<file path="src/rtl/fsk_symbol_scheduler_if.sv">
// rtl/fsk_symbol_scheduler_if.sv - host word stream and DDS control bundle for the FSK symbol scheduler
//
// Purpose: groups the code-word handshake, the mark/space tuning words, the
// DDS phase-zero pulse and the scheduler outputs into one bundle.
//   master : host / DDS side (drives words, tuning words, phase_zero)
//   slave  : fsk_symbol_scheduler (drives word_ready and all DDS/status outputs)
// Signals:
//   word_data[15:0], word_valid, word_ready : code-word push handshake
//   mark_ftw, space_ftw                     : tuning words for bit 1 / bit 0
//   phase_zero                              : DDS accumulator zero-crossing pulse
//   dds_ftw, dds_ftw_load                   : tuning word to DDS and its load pulse
//   sym_bit, sym_strobe                     : bit on air and start-of-symbol pulse
//   busy, burst_done                        : scheduler activity and end-of-burst pulse

interface fsk_symbol_scheduler_if #(
    parameter int FTW_W = 32
) ();
    logic [15:0]      word_data;
    logic             word_valid;
    logic             word_ready;
    logic [FTW_W-1:0] mark_ftw;
    logic [FTW_W-1:0] space_ftw;
    logic             phase_zero;
    logic [FTW_W-1:0] dds_ftw;
    logic             dds_ftw_load;
    logic             sym_bit;
    logic             sym_strobe;
    logic             busy;
    logic             burst_done;

    modport master (
        output word_data, word_valid, mark_ftw, space_ftw, phase_zero,
        input  word_ready, dds_ftw, dds_ftw_load, sym_bit, sym_strobe, busy, burst_done
    );

    modport slave (
        input  word_data, word_valid, mark_ftw, space_ftw, phase_zero,
        output word_ready, dds_ftw, dds_ftw_load, sym_bit, sym_strobe, busy, burst_done
    );
endinterface

</file>
<file path="src/rtl/fsk_symbol_scheduler.sv">
// rtl/fsk_symbol_scheduler.sv - FSK transmit sequencer with phase-aligned DDS tuning-word switching
//
// Purpose: buffers 16-bit code words in a small FIFO, serializes them MSB
// first at BAUD_DIV clocks per symbol and selects the DDS tuning word
// (mark for 1, space for 0). A tuning-word change waits in ALIGN for a DDS
// phase-zero pulse, or is forced after ALIGN_TIMEOUT cycles.
// Ports:
//   clk_100M : system clock
//   rst_n    : asynchronous active-low reset (flushes FIFO, aborts word)
//   bus      : fsk_symbol_scheduler_if.slave (word handshake, tuning words,
//              phase_zero in; dds_ftw/dds_ftw_load/sym_bit/sym_strobe/busy/
//              burst_done out)
// Optional feature macro: PREAMBLE_EN - when defined, every burst leaving
//   IDLE is preceded by the word 16'hAAAA, sent without popping the FIFO.

module fsk_symbol_scheduler #(
    parameter int BAUD_DIV      = 9766,
    parameter int FIFO_DEPTH    = 4,
    parameter int FTW_W         = 32,
    parameter int ALIGN_TIMEOUT = 1024
) (
    input  logic                  clk_100M,
    input  logic                  rst_n,
    fsk_symbol_scheduler_if.slave bus
);
    localparam int AW = $clog2(FIFO_DEPTH);
    localparam int BW = (BAUD_DIV > 1) ? $clog2(BAUD_DIV) : 1;
    localparam int TW = (ALIGN_TIMEOUT > 1) ? $clog2(ALIGN_TIMEOUT) : 1;

    typedef enum logic [1:0] {
        S_IDLE,
        S_LOAD,
        S_ALIGN,
        S_HOLD
    } state_t;

    state_t           state;
    logic [15:0]      shreg;
    logic [3:0]       bit_idx;
    logic [BW-1:0]    baud_cnt;
    logic [TW-1:0]    align_cnt;
    logic [FTW_W-1:0] tgt;
    logic             tgt_bit;

    // FIFO storage and pointers
    logic [15:0]      mem [FIFO_DEPTH];
    logic [AW-1:0]    wr_ptr;
    logic [AW-1:0]    rd_ptr;
    logic [AW:0]      count;
    logic             fifo_empty;
    logic             push;
    logic             pop;
    logic             hold_end;
    logic             nxt_bit;
    logic [FTW_W-1:0] nxt_tgt;

    assign fifo_empty     = (count == '0);
    assign bus.word_ready = (count != (AW+1)'(FIFO_DEPTH));
    assign push           = bus.word_valid && bus.word_ready;
    assign hold_end       = (state == S_HOLD) && (baud_cnt == BW'(BAUD_DIV - 1));

    // The FIFO is popped only at a word boundary; with the preamble enabled
    // IDLE loads the constant instead, and the first real word is popped
    // when the preamble's last bit ends.
`ifdef PREAMBLE_EN
    assign pop = hold_end && (bit_idx == 4'd0) && !fifo_empty;
`else
    assign pop = ((state == S_IDLE) || (hold_end && (bit_idx == 4'd0))) && !fifo_empty;
`endif

    assign nxt_bit = shreg[bit_idx];
    assign nxt_tgt = nxt_bit ? bus.mark_ftw : bus.space_ftw;

    always_ff @(posedge clk_100M) begin
        if (push) begin
            mem[wr_ptr] <= bus.word_data;
        end
    end

    always_ff @(posedge clk_100M or negedge rst_n) begin
        if (!rst_n) begin
            wr_ptr <= '0;
            rd_ptr <= '0;
            count  <= '0;
        end else begin
            if (push) begin
                wr_ptr <= wr_ptr + 1'b1;
            end
            if (pop) begin
                rd_ptr <= rd_ptr + 1'b1;
            end
            case ({push, pop})
                2'b10:   count <= count + 1'b1;
                2'b01:   count <= count - 1'b1;
                default: count <= count;
            endcase
        end
    end

    always_ff @(posedge clk_100M or negedge rst_n) begin
        if (!rst_n) begin
            state            <= S_IDLE;
            shreg            <= '0;
            bit_idx          <= '0;
            baud_cnt         <= '0;
            align_cnt        <= '0;
            tgt              <= '0;
            tgt_bit          <= 1'b0;
            bus.dds_ftw      <= '0;
            bus.dds_ftw_load <= 1'b0;
            bus.sym_bit      <= 1'b0;
            bus.sym_strobe   <= 1'b0;
            bus.busy         <= 1'b0;
            bus.burst_done   <= 1'b0;
        end else begin
            bus.dds_ftw_load <= 1'b0;
            bus.sym_strobe   <= 1'b0;
            bus.burst_done   <= 1'b0;

            case (state)
                S_IDLE: begin
                    if (!fifo_empty) begin
`ifdef PREAMBLE_EN
                        shreg <= 16'hAAAA;
`else
                        shreg <= mem[rd_ptr];
`endif
                        bit_idx  <= 4'd15;
                        bus.busy <= 1'b1;
                        state    <= S_LOAD;
                    end
                end

                S_LOAD: begin
                    // Latch the target so tuning-word changes on the inputs
                    // cannot disturb a pending switch.
                    tgt     <= nxt_tgt;
                    tgt_bit <= nxt_bit;
                    if (nxt_tgt == bus.dds_ftw) begin
                        bus.sym_strobe <= 1'b1;
                        bus.sym_bit    <= nxt_bit;
                        baud_cnt       <= '0;
                        state          <= S_HOLD;
                    end else begin
                        align_cnt <= '0;
                        state     <= S_ALIGN;
                    end
                end

                S_ALIGN: begin
                    if (bus.phase_zero || (align_cnt == TW'(ALIGN_TIMEOUT - 1))) begin
                        bus.dds_ftw      <= tgt;
                        bus.dds_ftw_load <= 1'b1;
                        bus.sym_strobe   <= 1'b1;
                        bus.sym_bit      <= tgt_bit;
                        baud_cnt         <= '0;
                        state            <= S_HOLD;
                    end else begin
                        align_cnt <= align_cnt + 1'b1;
                    end
                end

                S_HOLD: begin
                    if (hold_end) begin
                        if (bit_idx != 4'd0) begin
                            bit_idx <= bit_idx - 1'b1;
                            state   <= S_LOAD;
                        end else if (!fifo_empty) begin
                            shreg   <= mem[rd_ptr];
                            bit_idx <= 4'd15;
                            state   <= S_LOAD;
                        end else begin
                            bus.burst_done <= 1'b1;
                            bus.busy       <= 1'b0;
                            state          <= S_IDLE;
                        end
                    end else begin
                        baud_cnt <= baud_cnt + 1'b1;
                    end
                end

                default: begin
                    state    <= S_IDLE;
                    bus.busy <= 1'b0;
                end
            endcase
        end
    end
endmodule

</file>
<file path="src/flat_wrapper.sv">
// flat-port wrapper written by rule: the top's interface ports become plain ports
module fsk_symbol_scheduler_flat 
#(
    parameter int BAUD_DIV      = 9766,
    parameter int FIFO_DEPTH    = 4,
    parameter int FTW_W         = 32,
    parameter int ALIGN_TIMEOUT = 1024
)
  (clk_100M, rst_n, bus_word_data, bus_word_valid, bus_mark_ftw, bus_space_ftw, bus_phase_zero, bus_word_ready, bus_dds_ftw, bus_dds_ftw_load, bus_sym_bit, bus_sym_strobe, bus_busy, bus_burst_done);
  fsk_symbol_scheduler_if #(.FTW_W(FTW_W)) bus_i ();
  input  logic clk_100M;
  input  logic rst_n;
  input wire logic [$bits(bus_i.word_data)-1:0] bus_word_data;
  input wire logic [$bits(bus_i.word_valid)-1:0] bus_word_valid;
  input wire logic [$bits(bus_i.mark_ftw)-1:0] bus_mark_ftw;
  input wire logic [$bits(bus_i.space_ftw)-1:0] bus_space_ftw;
  input wire logic [$bits(bus_i.phase_zero)-1:0] bus_phase_zero;
  output wire logic [$bits(bus_i.word_ready)-1:0] bus_word_ready;
  output wire logic [$bits(bus_i.dds_ftw)-1:0] bus_dds_ftw;
  output wire logic [$bits(bus_i.dds_ftw_load)-1:0] bus_dds_ftw_load;
  output wire logic [$bits(bus_i.sym_bit)-1:0] bus_sym_bit;
  output wire logic [$bits(bus_i.sym_strobe)-1:0] bus_sym_strobe;
  output wire logic [$bits(bus_i.busy)-1:0] bus_busy;
  output wire logic [$bits(bus_i.burst_done)-1:0] bus_burst_done;
  assign bus_i.word_data = bus_word_data;
  assign bus_i.word_valid = bus_word_valid;
  assign bus_i.mark_ftw = bus_mark_ftw;
  assign bus_i.space_ftw = bus_space_ftw;
  assign bus_i.phase_zero = bus_phase_zero;
  assign bus_word_ready = bus_i.word_ready;
  assign bus_dds_ftw = bus_i.dds_ftw;
  assign bus_dds_ftw_load = bus_i.dds_ftw_load;
  assign bus_sym_bit = bus_i.sym_bit;
  assign bus_sym_strobe = bus_i.sym_strobe;
  assign bus_busy = bus_i.busy;
  assign bus_burst_done = bus_i.burst_done;
  fsk_symbol_scheduler #(.BAUD_DIV(BAUD_DIV), .FIFO_DEPTH(FIFO_DEPTH), .FTW_W(FTW_W), .ALIGN_TIMEOUT(ALIGN_TIMEOUT)) u_core (.clk_100M(clk_100M), .rst_n(rst_n), .bus(bus_i));
endmodule
</file>
<file path="config.mk">
export PLATFORM = sky130hd
export DESIGN_NAME = fsk_symbol_scheduler_flat
export DESIGN_NICKNAME = d
export VERILOG_FILES = /design/src/rtl/fsk_symbol_scheduler_if.sv /design/src/rtl/fsk_symbol_scheduler.sv /design/src/flat_wrapper.sv
export SDC_FILE = /design/constraint.sdc
export NUM_CORES = 1
export LEC_CHECK = 0
export ABC_AREA = 1
export CAP_MARGIN = 20
export CORE_UTILIZATION = 60
export DETAILED_ROUTE_END_ITERATION = 6
export MAX_ROUTING_LAYER = met4
export PLACE_DENSITY = 0.95
export SKIP_LAST_GASP = 1
export SYNTH_ARGS = -nofsm -noshare
export SYNTH_HDL_FRONTEND = slang
export SYNTH_SLANG_ARGS = --single-unit
</file>
<file path="constraint.sdc">
create_clock -name clk_100M -period 7.1 [get_ports clk_100M]
set_input_delay 1.065 -clock clk_100M [delete_from_list [all_inputs] [get_ports clk_100M]]
set_output_delay 1.065 -clock clk_100M [all_outputs]
set_load 0.01 [all_outputs]
</file>
== Word-level counts from Yosys, hierarchy flattened ==
Memories as Yosys holds them, arrays and structs flattened.
Index checks and enable logic that the tools add are counted.
Operators by class
  $add $sub $neg: 7
  magnitude comparators: 1
  eq/ne operators: 18
  mux-type cells: 44
  reductions and logical operators: 23
Operators by type and width (count)
  $mux W16: 3
  $mux W14: 3
  $pmux W14 S3: 1
  $eq A32 B32 Y1: 1
  $mux W32: 1
  $pmux W16 S2: 1
  $mux W10: 2
  $pmux W10 S2: 1
  $mux W1: 18
  $add A14 B1 Y14 const B: 1
  $eq A14 B14 Y1 const B: 1
  $mux W4: 3
  $reduce_and A3 Y1: 4
  $add A10 B1 Y10 const B: 1
  $eq A10 B10 Y1 const B: 1
  $ne A2 B2 Y1 const B: 5
  $mux W2: 4
  $ne A2 B1 Y1 const B: 4
  $pmux W2 S4: 1
  $pmux W4 S2: 1
  $eq A2 B2 Y1 const B: 3
  $pmux W1 S2: 3
  $pmux W3 S2: 1
  $reduce_bool A2 Y1: 3
  other kinds (19): 26
Word-level totals
  bits in registers: 123
  bits in writable memories: 64
  memories kept: 1
Memory list
  u_core.mem: words 4, width 16, rd ports 1, clocked after Yosys merged registers in 0, wr ports 1, RTL line fsk_symbol_scheduler.sv:46  | logic [15:0] mem [FIFO_DEPTH];

== Logic depth before layout (Yosys ltp) ==
Gate-level depths: netlist (run 1).
  depth in word-level cells: 7
  gate-level depth with buffers: 23

== Worst setup path before layout (run 1) ==
OpenSTA, ideal clock, no wires.
  kind: flip-flop to flip-flop
  from: register u_core.state[1]
  to: register u_core.count[2]
  library setup time: 0.131 ns
  data arrival time: 2.375 ns
  required time: 6.969 ns
  slack: 4.594 ns
  stages on the path, launching flop included: 13
  buffers on the path: 1
  period minus slack after synthesis: 2.506 ns
  cell sequence: dfrtp_1 -> ha_1 -> clkbuf_1 -> clkinv_1 -> nor2_1 -> nand2_1 -> a21oi_1 -> ha_1 -> inv_1 -> fa_1 -> a21oi_1 -> o21ai_0 -> xor2_1
On the way
  word-level cells in the longest chain between the ends: 7
  elaborated cells between the ends (all ways): 10
  classes of those cells: eq/ne (3); mux (1); reduce/logical (6)
RTL lines
  start, declared: RTL line fsk_symbol_scheduler.sv:37  | state_t state;
  start signal, assigned: RTL line fsk_symbol_scheduler.sv:102  | state <= S_IDLE;
  start signal, assigned: RTL line fsk_symbol_scheduler.sv:130  | state <= S_LOAD;
  start signal, assigned: RTL line fsk_symbol_scheduler.sv:143  | state <= S_HOLD;
  $eq A2 B2 Y1: RTL line fsk_symbol_scheduler.sv:60  | assign hold_end = (state == S_HOLD) && (baud_cnt == BW'(BAUD_DIV - 1));
  $logic_and A1 B1 Y1: RTL line fsk_symbol_scheduler.sv:60
  $logic_and A1 B1 Y1: RTL line fsk_symbol_scheduler.sv:68  | assign pop = ((state == S_IDLE) || (hold_end && (bit_idx == 4'd0))) && !fifo_empty;
  $logic_or A1 B1 Y1 (*): RTL line fsk_symbol_scheduler.sv:68
  $logic_and A1 B1 Y1 (*): RTL line fsk_symbol_scheduler.sv:68
  via u_core.pop: RTL line fsk_symbol_scheduler.sv:52  | logic pop;
  $eq A2 B1 Y1 / $eq A2 B2 Y1 (equally long branches): RTL line fsk_symbol_scheduler.sv:92  | case ({push, pop})
  $pmux W3 S2 / $reduce_bool A2 Y1 (equally long branches)
  end signal, assigned: RTL line fsk_symbol_scheduler.sv:93  | 2'b10: count <= count + 1'b1;
  end signal, assigned: RTL line fsk_symbol_scheduler.sv:94  | 2'b01: count <= count - 1'b1;
  end signal, assigned: RTL line fsk_symbol_scheduler.sv:95  | default: count <= count;
  end, declared: RTL line fsk_symbol_scheduler.sv:49  | logic [AW:0] count;
Mark *: on every way through the listed nets, which the timed path passes. The rest lies on a longest branch.
A chain may end at the register's enable or synchronous reset.

== Worst setup path after layout (run 1) ==
  from: register u_core.bit_idx[0]
  to: register u_core.align_cnt[8]
On the way
  word-level cells in the longest chain between the ends: 6
RTL lines
  start, declared: RTL line fsk_symbol_scheduler.sv:39  | logic [3:0] bit_idx;
  start signal, assigned: RTL line fsk_symbol_scheduler.sv:166  | bit_idx <= bit_idx - 1'b1;
  $bmux W1 S4: RTL line fsk_symbol_scheduler.sv:71  | assign nxt_bit = shreg[bit_idx];
  $mux W1 (not written as such): RTL line fsk_symbol_scheduler.sv:71
  $mux W32: RTL line fsk_symbol_scheduler.sv:72  | assign nxt_tgt = nxt_bit ? bus.mark_ftw : bus.space_ftw;
  $eq A32 B32 Y1: RTL line fsk_symbol_scheduler.sv:139  | if (nxt_tgt == bus.dds_ftw) begin
  $ne A2 B2 Y1 (no line)
  $reduce_and A3 Y1 (no line)
  end signal, assigned: RTL line fsk_symbol_scheduler.sv:159  | align_cnt <= align_cnt + 1'b1;
  end, declared: RTL line fsk_symbol_scheduler.sv:41  | logic [TW-1:0] align_cnt;
Every way passes these cells. The select of a mux whose other input is x is not followed.

==> results of run 1 <==
-- through the flow --
step | worst slack (ns) | hold WS (ns) | instances | total power, mW | utilization (%)
6_report | 3.22 | 0.481 | 1411 | 4.87 | 74.1
5_1_grt | 2.97 | 0.514 | 1410 | 5.16 | 74.1
4_1_cts | 3.42 | 0.483 | 1409 | 4.80 | 73.9
3_5_place_dp | 3.54 | 0.466 | 1377 | 3.74 | 69.7
3_3_place_gp | 3.68 | 0.455 | 1377 | 3.63 | 69.7
2_1_floorplan | 4.59 | 0.442 | 1112 | 3.12 | -
-- flip-flops by register name (all words and copies together), names as in the netlist --
name                     count
u_core.tgt_bit               1
u_core.bus.dds_ftw          32
u_core.bus.sym_bit           1
u_core.count                 3
u_core.bus.dds_ftw_load      1
u_core.align_cnt            10
u_core.state                 2
u_core.mem                  64
u_core.rd_ptr                2
u_core.bus.sym_strobe        1
u_core.tgt                  32
u_core.bit_idx               4
u_core.bus.busy              1
u_core.wr_ptr                2
u_core.baud_cnt             14
u_core.bus.burst_done        1
u_core.shreg                16
-- cell usage after synthesis (3+ instances only) --
| cell | number |
|---|---|
| edfxtp_1 | 64 |
| o21ai_0 | 103 |
| a31oi_1 | 9 |
| buf_2 | 7 |
| buf_4 | 4 |
| clkbuf_1 | 31 |
| mux2_2 | 8 |
| xor2_1 | 5 |
| nor2_1 | 98 |
| dfrtp_1 | 123 |
| nor3_1 | 7 |
| a21oi_1 | 28 |
| ha_1 | 13 |
| inv_1 | 132 |
| nand3b_1 | 27 |
| nand2_4 | 3 |
| buf_6 | 4 |
| nand3_1 | 73 |
| nand2_1 | 304 |
| nand4_1 | 27 |
| nor4_1 | 6 |
| o22ai_1 | 17 |
-- final cells by class --
cell class / count / area, sq um
flip-flops and latches: 187 / 5000
clock buffers: 17 / 425
diodes: 1 / 2.50
clock inverters: 15 / 214
well taps: 188 / 235
repair buffers: 126 / 1270
multi-input cells: 743 / 3620
fillers: 967 / 3930
inverters: 134 / 503
-- routing by layer --
metal / part of all wire [%] / routed length (um) / vias to the layer above
met3: 8.1 / 1900 / 101
met5: 0 / 0 / -
met4: 3.8 / 893 / 0
met2: 51 / 11900 / 458
met1: 38 / 8840 / 3867
li1: - / - / 3839
-- final timing paths --
path,start,slack [ns],end,depth (start not counted)
min reg2reg,u_core.tgt[4]$_DFFE_PN0P_,0.48,u_core.bus.dds_ftw[4]$_DFFE_PN0P_,2
min in group asynchronous,rst_n,0.66,u_core.tgt[24]$_DFFE_PN0P_,1
max,u_core.bit_idx[0]$_DFFE_PN0P_,3.22,u_core.align_cnt[8]$_DFFE_PN0P_,19
min,u_core.tgt[4]$_DFFE_PN0P_,0.48,u_core.bus.dds_ftw[4]$_DFFE_PN0P_,2
max reg2reg,u_core.bit_idx[0]$_DFFE_PN0P_,3.22,u_core.align_cnt[8]$_DFFE_PN0P_,19
max in group asynchronous,rst_n,5.07,u_core.baud_cnt[3]$_DFFE_PN0P_,2
-- worst max-delay path: cells and delay by family (launching register included) --
family / cells / cell delay, ns
flops: 1 / 0.50
simple gates: 17 / 2.81
buf+inv: 2 / 0.50
-- placed cells by master (no fill, tap or decap), types with 27 or more instances in the layout --
master,Yosys,final
nand3b_1,27,27
inv_1,132,132
nand4_1,27,27
clkdlybuf4s50_1,0,120
nand3_1,73,73
nor2_1,98,93
edfxtp_1,64,64
o21ai_0,103,103
a21oi_1,28,28
dfrtp_1,123,123
nand2_1,304,304
-- cell families after synthesis --
| group | after synthesis |
|---|---|
| fa+ha+maj | 14 |
| mux | 8 |
| simple gates | 551 |
| compound gates | 164 |
| buf+inv | 182 |
| xor+xnor | 6 |
| flops | 187 |
-- power groups by stage --
stage          clock network, mW  registers [mW]  logic, mW
6_report                    1.02            1.70       2.15
5_1_grt                     1.06            1.73       2.37
4_1_cts                     1.02            1.69       2.09
3_5_place_dp                   0            1.70       2.03
3_3_place_gp                   0            1.69       1.94
2_1_floorplan                  0            1.68       1.43
==> flow_metrics.py, run 1 <==
metrics = {
    "worst_setup_path": {
        "worst_setup_path_start_kind": "flop",
        "crit_top_cell": "nand2_1",
        "cp-end-kind": "flop",
        "critPathRequiredTime_ns": 7.48,
        "crit_fanout": 44,
        "crit_arrival_ns": 4.26,
        "path_class": "reg2reg",
        "slowest_delay_ns": 0.50,
        "worstPathCellList": "inv_2 > nand2_1 > nand3_1 > nand3_1 > nand2_4 > nand2_4 > inv_1 > nand2_1 > nand2_1 > nand2_1 > nand2_1 > nand2_1 > nor2_1 > nand2_1 > nor2_1 > nand3_1 > nand3_2 > nand2_1 > nand2_1",
        "crit_slowest_cell": "dfrtp_1",
    },
    "power": {
        "p_sw_share_pct": 42.9,
        "power_frac_seq_pct": 34.9,
        "p_clk_share_pct": 20.9,
        "leakage_nw": 5.08,
        "powerDensity_mw_per_mm2": 432,
        "p_sw_mw": 2.09,
        "peakVddDrop_uv": 317,
        "power.internal_mw": 2.78,
        "combPwrFrac_pct": 44.1,
    },
    "detailed_routing": {
        "drt_iter0_markers": 893,
        "drt_pass1_iterations": 6,
        "wl_per_cell_um": 16.6,
        "drcViolationCount": 0,
        "routed_via_density": 5.86,
        "routed_wl_um": 23500,
        "drt.antenna.violating_nets": 0,
        "routed-via-count": 8265,
    },
    "die": {
        "io_pins": 122,
        "die_w_um": 127,
        "die_y_um": 127,
        "start_util_pct": 61.5,
        "rows": 45,
        "die_area_sq_mm": 0.0161,
        "core_sq_mm": 0.0152,
    },
    "yosys": {
        "synth_adder_area_share_pct": 1.96,
        "syn_area_per_cell_sq_um": 8.40,
        "synth-edff-count": 64,
        "synth_area_sq_mm": 0.00934,
        "yosysUniqueCellTypes": 37,
        "syn_nets": 1210,
        "synthCells": 1112,
        "async_flop_share_pct": 65.8,
        "synth_top_family_by_area": "simple AND/OR/NAND/NOR gates",
        "yosys.area.top_type": "dfrtp_1",
        "synthTopCellsByArea": "dfrtp_1, edfxtp_1, nand2_1, o21ai_0, inv_1",
        "synthMuxAreaShare_pct": 0.964,
        "synth-xor-area-share_pct": 0.562,
        "post-synth-top-area-fraction_pct": 32.9,
        "ys_seq_area_share_pct": 53.5,
        "yosysWarnings": 0,
        "synth_compound_gate_area_share_pct": 9.36,
        "yosys_register_bits": 187,
        "yosys.area_share.simple_pct": 25.8,
        "synthFlopType": "dfrtp_1",
    },
    "global_routing": {
        "grt_overflow": 0,
        "grt_max_degree": 68,
        "use_met1_pct": 34.8,
        "grt_pass1_vias": 7866,
        "gr-usage-all-layers_pct": 30.5,
        "top_usage_layer": "met2",
        "use_met2_pct": 50.0,
        "grt_pass1_wl_um": 36800,
        "antenna_found_initial": 0,
        "grt_util_met3_pct": 7.00,
    },
    "cts": {
        "cts_buffers": 17,
        "ctsHoldBuffers": 0,
        "cts-root-buf": "clkbuf_16",
        "cts.clk_slew.worst_paths_ns": 0.08,
        "numClockSinks": 187,
        "cts_resized": 0,
        "cts_setup_buffers": 0,
        "clockBufferDepth": 2,
        "htree_levels": 4,
        "cts_tree": "yes",
        "clk_latency_ns": 0.45,
    },
    "cells_and_area": {
        "drive_gt1_share_pct": 4.91,
        "final_nets": 1307,
        "final_cell_area_sq_mm": 0.0113,
        "area_delta_synth_final_pct": 20.6,
    },
    "job": {
        "cap_violations": 0,
    },
    "status": {
        "status": "finished clean",
    },
    "sta": {
        "max_freq_mhz": 258,
        "fin_crit_ns": 3.88,
        "final_hold_viol_count": 0,
        "finalSetupViolCount": 0,
        "rsz0062_at_grt": "false",
        "worst_pin_slew_ns": 0.941,
        "slew_viol_final": 0,
        "fin_setup_tns_ns": 0,
        "final.setup_skew_ns": 0.0141,
        "max-slew-margin-rel_pct": 37.2,
        "fin_crit_sh_pct": 54.6,
    },
    "worst_hold_path": {
        "min_path_type": "reg2reg",
    },
    "placed_design": {
        "place_area_sq_mm": 0.0106,
        "place_congestion": 0.899,
        "hpwl_um": 14500,
        "port-buffer-count": 121,
    },
}
Power figures use the tool's default switching activity.
==> inputs of run 2 (changes only) <==
--- a/config.mk
+++ b/config.mk
@@ -7,10 +7,10 @@
 export LEC_CHECK = 0
 export ABC_AREA = 1
 export CAP_MARGIN = 20
-export CORE_UTILIZATION = 60
+export CORE_UTILIZATION = 50
 export DETAILED_ROUTE_END_ITERATION = 6
 export MAX_ROUTING_LAYER = met4
-export PLACE_DENSITY = 0.95
+export PLACE_DENSITY = 0.87
 export SKIP_LAST_GASP = 1
 export SYNTH_ARGS = -nofsm -noshare
 export SYNTH_HDL_FRONTEND = slang
==> constraint.sdc (replaced) <==
create_clock -name clk_100M -period 3.55 [get_ports clk_100M]
set_input_delay 0.5325 -clock clk_100M [delete_from_list [all_inputs] [get_ports clk_100M]]
set_output_delay 0.5325 -clock clk_100M [all_outputs]
set_load 0.01 [all_outputs]
==> run 2 against run 1 <==
Against the previous run: the run now ends with DRC left; sequential share of layout area fell by 0.44 points; worst hold slack got worse by 0.42 ns; routed wire length fell by 3.9%; non-clock buffer count rose by 10; sequential power rose by 100%; power rose by 97%; maximum frequency rose by 19%; via count fell by 3.5%; flip-flop and latch count did not move; global-route usage fell by 5.4 points; clock skew fell by 0.00073 ns; core utilization fell by 11 points.
==> flow_metrics.py, run 2 (synthesis gave the netlist of run 1 again) <==
metrics = {
    "worst_setup_path": {
        "crit_top_cell": "nand2_1",
        "crit_slowest_cell": "dfrtp_1",
        "worst_r2r_startpoint": "u_core.bit_idx[0]$_DFFE_PN0P_",
        "crit_path_end": "u_core.baud_cnt[1]$_DFFE_PN0P_",
        "worst_setup_path_start_kind": "flop",
        "crit_arrival_ns": 3.58,
        "worstPathCellList": "inv_2 > nand2_1 > nand2_1 > nor2_1 > nor2_2 > nand2_4 > buf_4 > nand3_1 > nand3_1 > nand2_1 > inv_1 > nand2_1 > nor2_1 > nand2_1 > nor2_1 > nand2_1 > nand2_2 > nand3_4 > nand2_1 > nand2_1",
        "crit_family": "simple AND/OR/NAND/NOR gates",
        "rr_endpoint": "u_core.baud_cnt[1]$_DFFE_PN0P_",
        "crit_cells": 20,
        "r2r_cells": 20,
        "crit_fanout": 35,
        "cp-end-kind": "flop",
        "ff2ff_setup_slack_ns": 0.30,
        "slowest_delay_ns": 0.53,
        "crit_buf_inv": 3,
        "critPathRequiredTime_ns": 3.88,
        "path_class": "reg2reg",
        "cp-startpoint": "u_core.bit_idx[0]$_DFFE_PN0P_",
    },
    "cells_and_area": {
        "area_delta_synth_final_pct": 21.8,
        "regMostFlops": "u_core.mem",
        "final_cell_mix": "nand2_1, inv_1, dfrtp_1",
        "final_nets": 1317,
        "largest_reg_flops": 64,
        "reg_top3": "u_core.mem x64, u_core.bus.dds_ftw x32, u_core.tgt x32",
        "drive_gt1_share_pct": 5.36,
        "seqCellArea_sq_mm": 0.00500,
        "fillCellCount": 1457,
        "multi_input_area_sq_mm": 0.00362,
        "final_cells": 1463,
        "final_common_cell": "nand2_1",
    },
    "global_routing": {
        "use_met1_pct": 29.9,
        "grt_util_met3_pct": 5.15,
        "grt_pass1_vias": 7768,
        "antenna_found_initial": 1,
        "use_met2_pct": 41.6,
        "grt_pass1_wl_um": 37300,
        "grt_max_degree": 83,
        "top_usage_layer": "met2",
        "gr-usage-all-layers_pct": 25.1,
        "grt_overflow": 0,
    },
    "sta": {
        "fin_crit_ns": 3.25,
        "fin_crit_sh_pct": 91.6,
        "slew_viol_final": 0,
        "final_hold_viol_count": 0,
        "fin_setup_tns_ns": 0,
        "finalSetupViolCount": 0,
        "max-slew-margin-rel_pct": 39.5,
        "max_freq_mhz": 307,
        "worst_pin_slew_ns": 0.907,
        "rsz0062_at_grt": "false",
        "fin_ws_ns": 0.297,
        "final.setup_skew_ns": 0.0134,
    },
    "placed_design": {
        "dp_slack_ns": 0.372,
        "hpwl_um": 15000,
        "dp.cells": 1428,
        "port-buffer-count": 121,
        "place_congestion": 0.877,
    },
    "die": {
        "core_sq_mm": 0.0181,
        "io_pins": 122,
        "die_area_sq_mm": 0.0192,
        "die_w_um": 139,
        "die_y_um": 139,
        "rows": 49,
        "start_util_pct": 51.5,
    },
    "detailed_routing": {
        "routed_wl_um": 22600,
        "drt.antenna.violating_nets": 0,
        "drt_iter0_markers": 625,
        "drcViolationCount": 24,
        "routed_via_density": 5.45,
        "wl_per_cell_um": 15.4,
        "routed-via-count": 7973,
        "drt_pass1_iterations": 7,
    },
    "cts": {
        "cts_tree": "yes",
        "htree_levels": 4,
        "cts_setup_buffers": 0,
        "cts-root-buf": "clkbuf_16",
        "cts.clk_slew.worst_paths_ns": 0.08,
        "cts_resized": 0,
        "ctsHoldBuffers": 0,
        "numClockSinks": 187,
        "cts_buffers": 17,
        "clk_latency_ns": 0.45,
        "clockBufferDepth": 2,
    },
    "power": {
        "p_sw_share_pct": 42.9,
        "powerDensity_mw_per_mm2": 843,
        "combPwrFrac_pct": 44.0,
        "p_sw_mw": 4.12,
        "power_mw": 9.60,
        "p_clk_share_pct": 20.6,
        "leakage_nw": 5.12,
        "power.internal_mw": 5.48,
        "power_frac_seq_pct": 35.4,
        "peakVddDrop_uv": 686,
    },
    "worst_hold_path": {
        "min_path_type": "in2async",
    },
    "status": {
        "violations": "DRC",
        "status": "complete, but fails checks",
    },
    "job": {
        "cap_violations": 0,
    },
}
[run 2: cell count changes in the layout (fill, tap and decap cells not counted), sizes merged]
cell    before  now
buf          6   16
bufinv       2    0
clkinv       7    8
diode        1    2
inv        140  141
[run 2: worst min path at each step]
stage	start	end	slack, ns	cells after the start
after floorplan	rst_n	u_core.align_cnt[0]$_DFFE_PN0P_	0.24	0
after global placement	u_core.tgt[6]$_DFFE_PN0P_	u_core.bus.dds_ftw[6]$_DFFE_PN0P_	0.46	2
after detailed placement	u_core.tgt[6]$_DFFE_PN0P_	u_core.bus.dds_ftw[6]$_DFFE_PN0P_	0.47	2
after CTS	rst_n	u_core.bus.dds_ftw[14]$_DFFE_PN0P_	0.08	1
after global routing	rst_n	u_core.bus.dds_ftw[14]$_DFFE_PN0P_	0.1	1
final	rst_n	u_core.bus.dds_ftw[14]$_DFFE_PN0P_	0.06	1
[run 2: per-layer routing]
layer	share of wire [%]	up-vias	wire length [um]
li1	-	3874	-
met1	40	3738	9030
met2	50	315	11400
met3	7.0	46	1570
met4	2.7	0	612
met5	0	-	0
[run 2: power by group through the flow]
stage	combinational, mW	sequential (mW)	clock [mW]
2_1_floorplan	2.87	3.36	0
3_3_place_gp	3.98	3.39	0
3_5_place_dp	4.12	3.41	0
4_1_cts	4.18	3.38	1.99
5_1_grt	4.74	3.46	2.08
6_report	4.22	3.40	1.98
[run 2: cell type report]
class	instances	share of cell area [%]
Clock buffer	17	3.74
Timing Repair Buffer	136	11.8
Multi-Input combinational cell	743	31.8
Clock inverter	15	1.75
Tap cell	229	2.52
Inverter	134	4.42
Antenna cell	2	0.0440
Sequential cell	187	43.9
[run 2: through the flow]
step                      hold WS (ns)  instance area, sq um  util, %
after floorplan                  0.237                  9340        -
after global placement           0.461                 10700     59.1
after detailed placement         0.465                 10700     59.1
after CTS                       0.0845                 11400     62.6
after global routing            0.0995                 11400     62.7
final                           0.0614                 11400     62.7
[run 2: worst reg2reg max path: stages (launching register included)]
cell     delay [ns]
dfrtp_1        0.53
inv_2          0.16
nand2_1        0.10
nand2_1        0.05
nor2_1         0.11
nor2_2         0.07
nand2_4        0.09
buf_4          0.38
nand3_1        0.22
nand3_1        0.13
nand2_1        0.06
inv_1          0.05
nand2_1        0.05
nor2_1         0.14
nand2_1        0.08
nor2_1         0.14
nand2_1        0.11
nand2_2        0.28
nand3_4        0.24
nand2_1        0.12
nand2_1        0.05
